--- config.mk ---
export PLATFORM = sky130hd
export DESIGN_NAME = oam_dma_controller
export DESIGN_NICKNAME = d
export VERILOG_FILES = /design/src/rtl/oam_dma_controller.sv
export SDC_FILE = /design/constraint.sdc
export NUM_CORES = 1
export LEC_CHECK = 0
export CAP_MARGIN = 20
export CORE_UTILIZATION = 40
export DETAILED_ROUTE_END_ITERATION = 7
export GPL_TIMING_DRIVEN = 0
export HOLD_SLACK_MARGIN = 0.1
export PLACE_DENSITY = 0.85
export SYNTH_ARGS = -nofsm -noshare
export SYNTH_HDL_FRONTEND = slang
export SYNTH_SLANG_ARGS = --single-unit
--- constraint.sdc ---
create_clock -name clk_ph2 -period 4.1 [get_ports clk_ph2]
set_clock_uncertainty 0.05 [all_clocks]
set_input_delay 0.82 -clock clk_ph2 [delete_from_list [all_inputs] [get_ports clk_ph2]]
set_output_delay 0.82 -clock clk_ph2 [all_outputs]
set_load 0.1 [all_outputs]
--- src/rtl/oam_dma_controller.sv ---
// ---------------------------------------------------------------------------
// oam_dma_controller
//
// Sprite (OAM) DMA sequencer. A CPU write to DMA_REG_ADDR latches a source
// page, stalls the CPU through rdy and takes over the system bus. It then
// copies BYTE_COUNT bytes from {page, idx} to the PPU OAM data port at
// OAM_DATA_ADDR. Reads and writes alternate, and the bus is handed back when
// the copy is complete. The block sits between the CPU core and the system
// bus mux.
//
// Optional feature macro: DMA_ABORT_EN
//   Defined   : adds an 'abort' input that can cut a transfer short.
//   Undefined : no abort port; every transfer runs to BYTE_COUNT.
//
// Ports
//   clk_ph2    in   1   clock phase 2; all state changes on posedge
//   rst        in   1   synchronous, active-high reset
//   cpu_addr   in  16   CPU address bus
//   cpu_dout   in   8   CPU write data
//   cpu_we     in   1   CPU write strobe for the current cycle
//   mem_rdata  in   8   system bus read data, valid in the dma_addr cycle
//   abort      in   1   (DMA_ABORT_EN only) request early termination
//   rdy        out  1   0 = CPU stalled, 1 = CPU runs
//   bus_sel    out  1   1 = DMA drives system address/data/we
//   dma_addr   out 16   DMA bus address
//   dma_we     out  1   DMA write strobe
//   dma_wdata  out  8   DMA write data (byte latched by the last read)
//   busy       out  1   transfer in progress (state != IDLE)
//   done       out  1   one-cycle pulse in the cycle after the final write
// ---------------------------------------------------------------------------
module oam_dma_controller #(
  parameter logic [15:0] DMA_REG_ADDR  = 16'h4014,
  parameter logic [15:0] OAM_DATA_ADDR = 16'h2004,
  parameter int          BYTE_COUNT    = 256
) (
  input  logic        clk_ph2,
  input  logic        rst,
  input  logic [15:0] cpu_addr,
  input  logic [7:0]  cpu_dout,
  input  logic        cpu_we,
  input  logic [7:0]  mem_rdata,
`ifdef DMA_ABORT_EN
  input  logic        abort,
`endif
  output logic        rdy,
  output logic        bus_sel,
  output logic [15:0] dma_addr,
  output logic        dma_we,
  output logic [7:0]  dma_wdata,
  output logic        busy,
  output logic        done
);

  localparam logic [7:0] LAST_IDX = 8'(BYTE_COUNT - 1);

  typedef enum logic [2:0] {
    IDLE  = 3'd0,
    HALT  = 3'd1,
    ALIGN = 3'd2,
    READ  = 3'd3,
    WRITE = 3'd4
  } state_t;

  state_t     state_reg, state_next;
  logic       put_reg;
  logic [7:0] page_reg, page_next;
  logic [7:0] idx_reg, idx_next;
  logic [7:0] data_reg, data_next;
  logic       done_reg, done_next;
  logic       trigger;
  logic       last_write;

`ifdef DMA_ABORT_EN
  // Remembers an abort seen during READ so the paired WRITE still completes.
  logic       abort_pending_reg, abort_pending_next;
`endif

  assign trigger = cpu_we && (cpu_addr == DMA_REG_ADDR);

  // -------------------------------------------------------------------------
  // State register
  // -------------------------------------------------------------------------
  always_ff @(posedge clk_ph2) begin
    if (rst) begin
      state_reg <= IDLE;
      put_reg   <= 1'b0;
      page_reg  <= 8'h00;
      idx_reg   <= 8'h00;
      data_reg  <= 8'h00;
      done_reg  <= 1'b0;
`ifdef DMA_ABORT_EN
      abort_pending_reg <= 1'b0;
`endif
    end else begin
      state_reg <= state_next;
      // Bus phase: reads land on put==0 cycles, writes on put==1 cycles.
      put_reg   <= ~put_reg;
      page_reg  <= page_next;
      idx_reg   <= idx_next;
      data_reg  <= data_next;
      done_reg  <= done_next;
`ifdef DMA_ABORT_EN
      abort_pending_reg <= abort_pending_next;
`endif
    end
  end

  // -------------------------------------------------------------------------
  // Next-state logic and Moore output decode
  // -------------------------------------------------------------------------
  always_comb begin
    state_next = state_reg;
    page_next  = page_reg;
    idx_next   = idx_reg;
    data_next  = data_reg;
    done_next  = 1'b0;
    last_write = (idx_reg == LAST_IDX);
`ifdef DMA_ABORT_EN
    abort_pending_next = abort_pending_reg;
    last_write = last_write || abort || abort_pending_reg;
`endif

    case (state_reg)
      IDLE: begin
        if (trigger) begin
          page_next  = cpu_dout;
          idx_next   = 8'h00;
          state_next = HALT;
`ifdef DMA_ABORT_EN
          abort_pending_next = 1'b0;
`endif
        end
      end
      HALT: begin
        // put toggles at this edge, so put==1 now means the next cycle is a
        // read slot; otherwise burn one ALIGN cycle to reach one.
        state_next = put_reg ? READ : ALIGN;
`ifdef DMA_ABORT_EN
        if (abort) state_next = IDLE;
`endif
      end
      ALIGN: begin
        state_next = READ;
`ifdef DMA_ABORT_EN
        if (abort) state_next = IDLE;
`endif
      end
      READ: begin
        data_next  = mem_rdata;
        state_next = WRITE;
`ifdef DMA_ABORT_EN
        if (abort) abort_pending_next = 1'b1;
`endif
      end
      WRITE: begin
        if (last_write) begin
          // idx returns to zero here, which is the natural 255 -> 0 wrap
          // for a full-page transfer.
          idx_next   = 8'h00;
          done_next  = 1'b1;
          state_next = IDLE;
`ifdef DMA_ABORT_EN
          abort_pending_next = 1'b0;
`endif
        end else begin
          idx_next   = idx_reg + 8'd1;
          state_next = READ;
        end
      end
      default: state_next = IDLE;
    endcase

    // Outputs depend on registered state only.
    rdy       = (state_reg == IDLE);
    busy      = (state_reg != IDLE);
    bus_sel   = (state_reg == READ) || (state_reg == WRITE);
    dma_we    = (state_reg == WRITE);
    dma_wdata = data_reg;
    done      = done_reg;
    if (state_reg == READ) begin
      dma_addr = {page_reg, idx_reg};
    end else if (state_reg == WRITE) begin
      dma_addr = OAM_DATA_ADDR;
    end else begin
      dma_addr = 16'h0000;
    end
  end

endmodule

; Yosys cells after proc, flatten, opt, wreduce, memory -nomap -nowiden
; Cells that the tools add are included.
[classes]
muxes = 10
add_sub_neg = 1
bitwise_logic = 2
n_reduce_logical = 8
eq_ne = 7
[ops]
columns = cell, n
row1 = == test 16 x 15 -> 1 bit (second input constant), 1
row2 = 2-to-1 mux 16 bit, 1
row3 = 2-to-1 mux 8 bit, 2
row4 = one-hot mux 8 bit (2 select lines), 1
row5 = one-hot mux 3 bit (5 select lines), 1
row6 = 2-to-1 mux 14 bit, 1
row7 = adder 8 x 1 -> 8 bit (second input constant), 1
row8 = == test 8 bit (second input constant), 1
row9 = == test 3 x 2 -> 1 bit (second input constant), 2
row10 = AND reduction 2 bit, 2
row11 = == test 3 x 1 -> 1 bit (second input constant), 1
row12 = == test 3 bit (second input constant), 1
row13 = logical NOT 3 bit, 1
row14 = 2-to-1 mux 3 bit, 1
row15 = nonzero test 3 bit, 1
row16 = 2-to-1 mux 1 bit, 2
row17 = 2-to-1 mux 2 bit, 1
row18 = != test 2 bit (second input constant), 1
row19 = inverter 1 bit, 2
row20 = nonzero test 2 bit, 1
row21 = OR reduction 2 bit, 1
row22 = logical AND 1 bit, 1
row23 = logical OR 1 bit, 1
[word_totals]
out_inout_bits = 29
regBits = 29
inputBits = 35

; Longest topological paths before layout
[logic_depth]
ltp_word = 4
mapped_depth = 6
mapped_depth_nobuf = 5

; Worst setup path after synthesis
; Ideal clock, no wire load.
[synth_timing]
kind = flip-flop to output port
start = register state_reg[1]
end = output busy
setup_slack_ns = 0.786
required_time_ns = 3.230
path_stages_with_launch = 4
n_path_buf = 1
arrival_time_ns = 2.444
cell_sequence = dfxtp_1 nor3_1 clkbuf_1 inv_1
[synth_between]
elab_chain_cells = 1
[synth_lines]
columns = element, line_no
row1 = start: declaration, 64  ; state_t state_reg, state_next;
row2 = start signal: assignment, 95  ; state_reg <= state_next;
row3 = nonzero test 3 bit, 175  ; busy = (state_reg != IDLE);
row4 = end: declaration, 50  ; output logic busy,
; Every way passes these cells.

; Final worst setup path
[layout_timing]
start = register state_reg[2]
end = output dma_addr[13]
[layout_between]
elab_chain_cells = 3
[layout_lines]
columns = element, line_no
row1 = == test 3 bit, 182  ; end else if (state_reg == WRITE) begin
row2 = 2-to-1 mux 14 bit, 182
row3 = 2-to-1 mux 16 bit *, 180  ; if (state_reg == READ) begin
row4 = end: declaration, 47  ; output logic [15:0] dma_addr,
; Mark *: on every way between the ends. The rest lies on a longest branch, timed or not.

==> flow_metrics.py <==
metrics = {
    "worst_setup_path": {
        "r2r_cells": 5,
        "critical_path_required_ns": 3.23,
        "r2r_setup_slack_ns": 2.26,
        "r2r_start": "idx_reg[0]",
        "crit_type": "reg2out",
        "crit_path_end_kind": "output pin",
        "regToRegEndpoint": "idx_reg[5]",
        "cp_max_fo": 10,
        "startpoint_type": "flop",
        "worstPathArrival_ns": 2.98,
    },
    "timing": {
        "fin_setup_tns_ns": 0,
        "worst_slack_ns": 0.251,
        "fin_crit_ns": 3.85,
        "fmax_ghz": 0.260,
        "rsz0062_at_grt": "no",
        "hold_viol_final": 0,
        "worstMarginPinSlew_ns": 0.982,
        "slew_headroom_pct": 34.3,
        "setup_violations": 0,
        "final.period_utilization_pct": 93.9,
        "slew_violations": 0,
    },
    "placement": {
        "place.gp.congestion": 0.884,
        "dp.cells": 291,
        "placedInstanceArea_um2": 2100,
        "portBuffers": 63,
        "pre_cts_ws_ns": 0.608,
        "dp.final_hpwl_um": 2940,
    },
    "final_layout": {
        "layout.cells.non_filler": 299,
        "area_growth_pct": 56.0,
        "final_nets": 288,
        "drive_gt1_share_pct": 3.95,
        "layout.area.seq_um2": 581,
        "diodes": 0,
        "multiInputGateArea_um2": 758,
        "fin_area_um2": 2200,
        "fill_cells": 324,
    },
    "detailed_routing": {
        "wl_met2_um": 1980,
        "viasPerCell": 5.38,
        "firstDrtPassIters": 5,
        "via_count": 1610,
        "wirelength_um": 3990,
        "routed.top_layer": "met4",
        "met1_length_um": 1800,
        "drtAntennaViolNets": 0,
        "wl_per_cell_um": 13.3,
        "drt_drc_violations_left": 0,
        "first_iter_violations": 81,
        "route.met3.wl_um": 181,
    },
    "yosys": {
        "synth_top_family_by_area": "simple AND/OR/NAND/NOR gates",
        "synth_most_common_cell": "dfxtp_1",
        "synth.area.mux_share_pct": 0,
        "syn-instance-count": 182,
        "synth_xor_area_share_pct": 0,
        "synth.avg_cell_area_um2": 7.75,
        "ys.warnings.count": 0,
        "syn_area_um2": 1410,
        "synthesis.nets": 218,
        "synthArstFlopShare_pct": 0,
        "ys_seq_area_share_pct": 41.1,
        "synth_top_area_share_pct": 41.1,
        "ys_ff_latch": 29,
        "yosysTopAreaCell": "dfxtp_1",
        "yosys-top-cells-area": "dfxtp_1 (41%), and3_1 (8.4%), a21oi_1 (7.8%), nand2_1 (7.2%), nand4_1 (4.4%)",
        "ys.flop_type": "dfxtp_1",
        "yosys.area_share.simple_pct": 32.9,
        "synth-compound-area-share_pct": 19.9,
        "yosysUniqueCellTypes": 32,
        "yosys-top-cells-count": "dfxtp_1 (29), nand2_1 (27), a21oi_1 (22), and3_1 (19), clkbuf_1 (15)",
        "synth_edf_count": 0,
        "synth_fa_ha_area_share_pct": 0.887,
    },
    "grt": {
        "overflow": 0,
        "grt_start_max_net_pins": 11,
        "track_usage_pct": 23.4,
        "grt_pass1_wl_um": 6470,
        "antenna_found_initial": 0,
        "first_global_vias": 1458,
    },
    "floorplanning": {
        "die_h_um": 61.4,
        "io_pins": 64,
        "start_util_pct": 42.0,
        "dieArea_um2": 3770,
        "fp.dieW_um": 61.4,
        "core_um2": 3360,
        "num_rows": 21,
    },
    "pwr": {
        "power_uw": 751,
        "power-per-cell-area_nw_per_um2": 341,
        "peakVddDrop_v": 0.000244,
        "leakage_nw": 0.803,
    },
    "outcome": {
        "outcome": "completed",
    },
    "clock_network": {
        "cts_resized": 0,
        "cts-hold-fix-buffers": 0,
        "insertion_delay_ns": 0.33,
        "cts.sinks": 29,
        "cts_buffers": 5,
        "cts_buffer_depth": 2,
        "cts-root-buf": "clkbuf_4",
        "post_cts_buffers": 0,
        "htreeDepth": 2,
        "cts_tree": "done",
        "clk_pin_slew_worst_paths_ns": 0.10,
    },
    "min_path": {
        "hold_path.class": "reg2reg",
        "min-delay-start": "put_reg",
        "holdPathEnd": "put_reg",
        "hold_depth": 1,
    },
    "flow_run": {
        "drv_cap": 0,
    },
}
## worst max-delay path, stage by stage (launching register included)
cell	delay, ns
dfxtp_1	0.36
and2b_1	0.19
clkbuf_1	0.26
and2_1	0.17
clkbuf_1	0.34
nand2_1	0.12
nand2_1	0.08
clkdlybuf4s50_1	1.14
## metrics by stage
step                      hold slack, ns  utilization (%)
after floorplan                    0.343                -
after global placement             0.351             62.4
after detailed placement           0.360             62.4
after CTS                          0.374             65.5
after global routing               0.391             65.5
final                              0.372             65.5
## cell families (layout without fill, tap and decap cells)
group	after synthesis	in the layout
flip-flops	29	29
buffers and inverters	19	90
adder cells (fa/ha/maj)	1	1
AND/OR/NAND/NOR	85	85
AO/OA/AOI/OAI	48	48
## worst max-delay path by stage
stage	depth (start not counted)	start	endpoint	slack, ns
floorplan	3	state_reg[1]	busy	0.79
global placement	7	state_reg[2]	dma_addr[13]	0.58
detailed placement	7	state_reg[2]	dma_addr[13]	0.61
CTS	7	state_reg[2]	dma_addr[13]	0.24
global route	7	state_reg[1]	dma_addr[13]	0.03
finish	7	state_reg[2]	dma_addr[13]	0.25
## layout by cell type (no fill, tap or decap), drive strengths merged, types with 2 or more instances in the layout
| cell | n |
|---|---|
| nand3b | 4 |
| nor4b | 2 |
| a21oi | 22 |
| nand4 | 10 |
| inv | 2 |
| nor3 | 3 |
| nand2 | 27 |
| clkbuf | 20 |
| clkdlybuf4s50 | 63 |
| a31oi | 4 |
| nor2 | 6 |
| o32ai | 2 |
| nand3 | 4 |
| clkinv | 2 |
| and3 | 19 |
| dfxtp | 29 |
| o211ai | 7 |
| o21ai | 9 |
| bufinv | 2 |
| and2 | 2 |
## area by class of cell
type	count	area share [%]
inverters	3	0.511
well taps	46	2.61
plain buffers	16	2.78
clock inverters	3	2.95
repair buffers	63	28.6
multi-input cells	134	34.4
flip-flops and latches	29	26.4
clock buffers	5	1.70
## report_power, final
part           total [mW]  switching [mW]  internal, mW
logic               0.166           0.109        0.0568
clock network       0.293           0.104         0.189
registers           0.291         0.00453         0.287
total               0.751           0.218         0.532
## routing by layer
| layer | vias to the layer above | GRT usage (%) |
|---|---|---|
| li1 | 809 | - |
| met3 | 5 | 6.72 |
| met2 | 49 | 37.7 |
| met1 | 747 | 30.1 |
| met4 | 0 | 8.25 |
| met5 | - | 0 |
No activity file was read; power rests on OpenSTA's default activity.
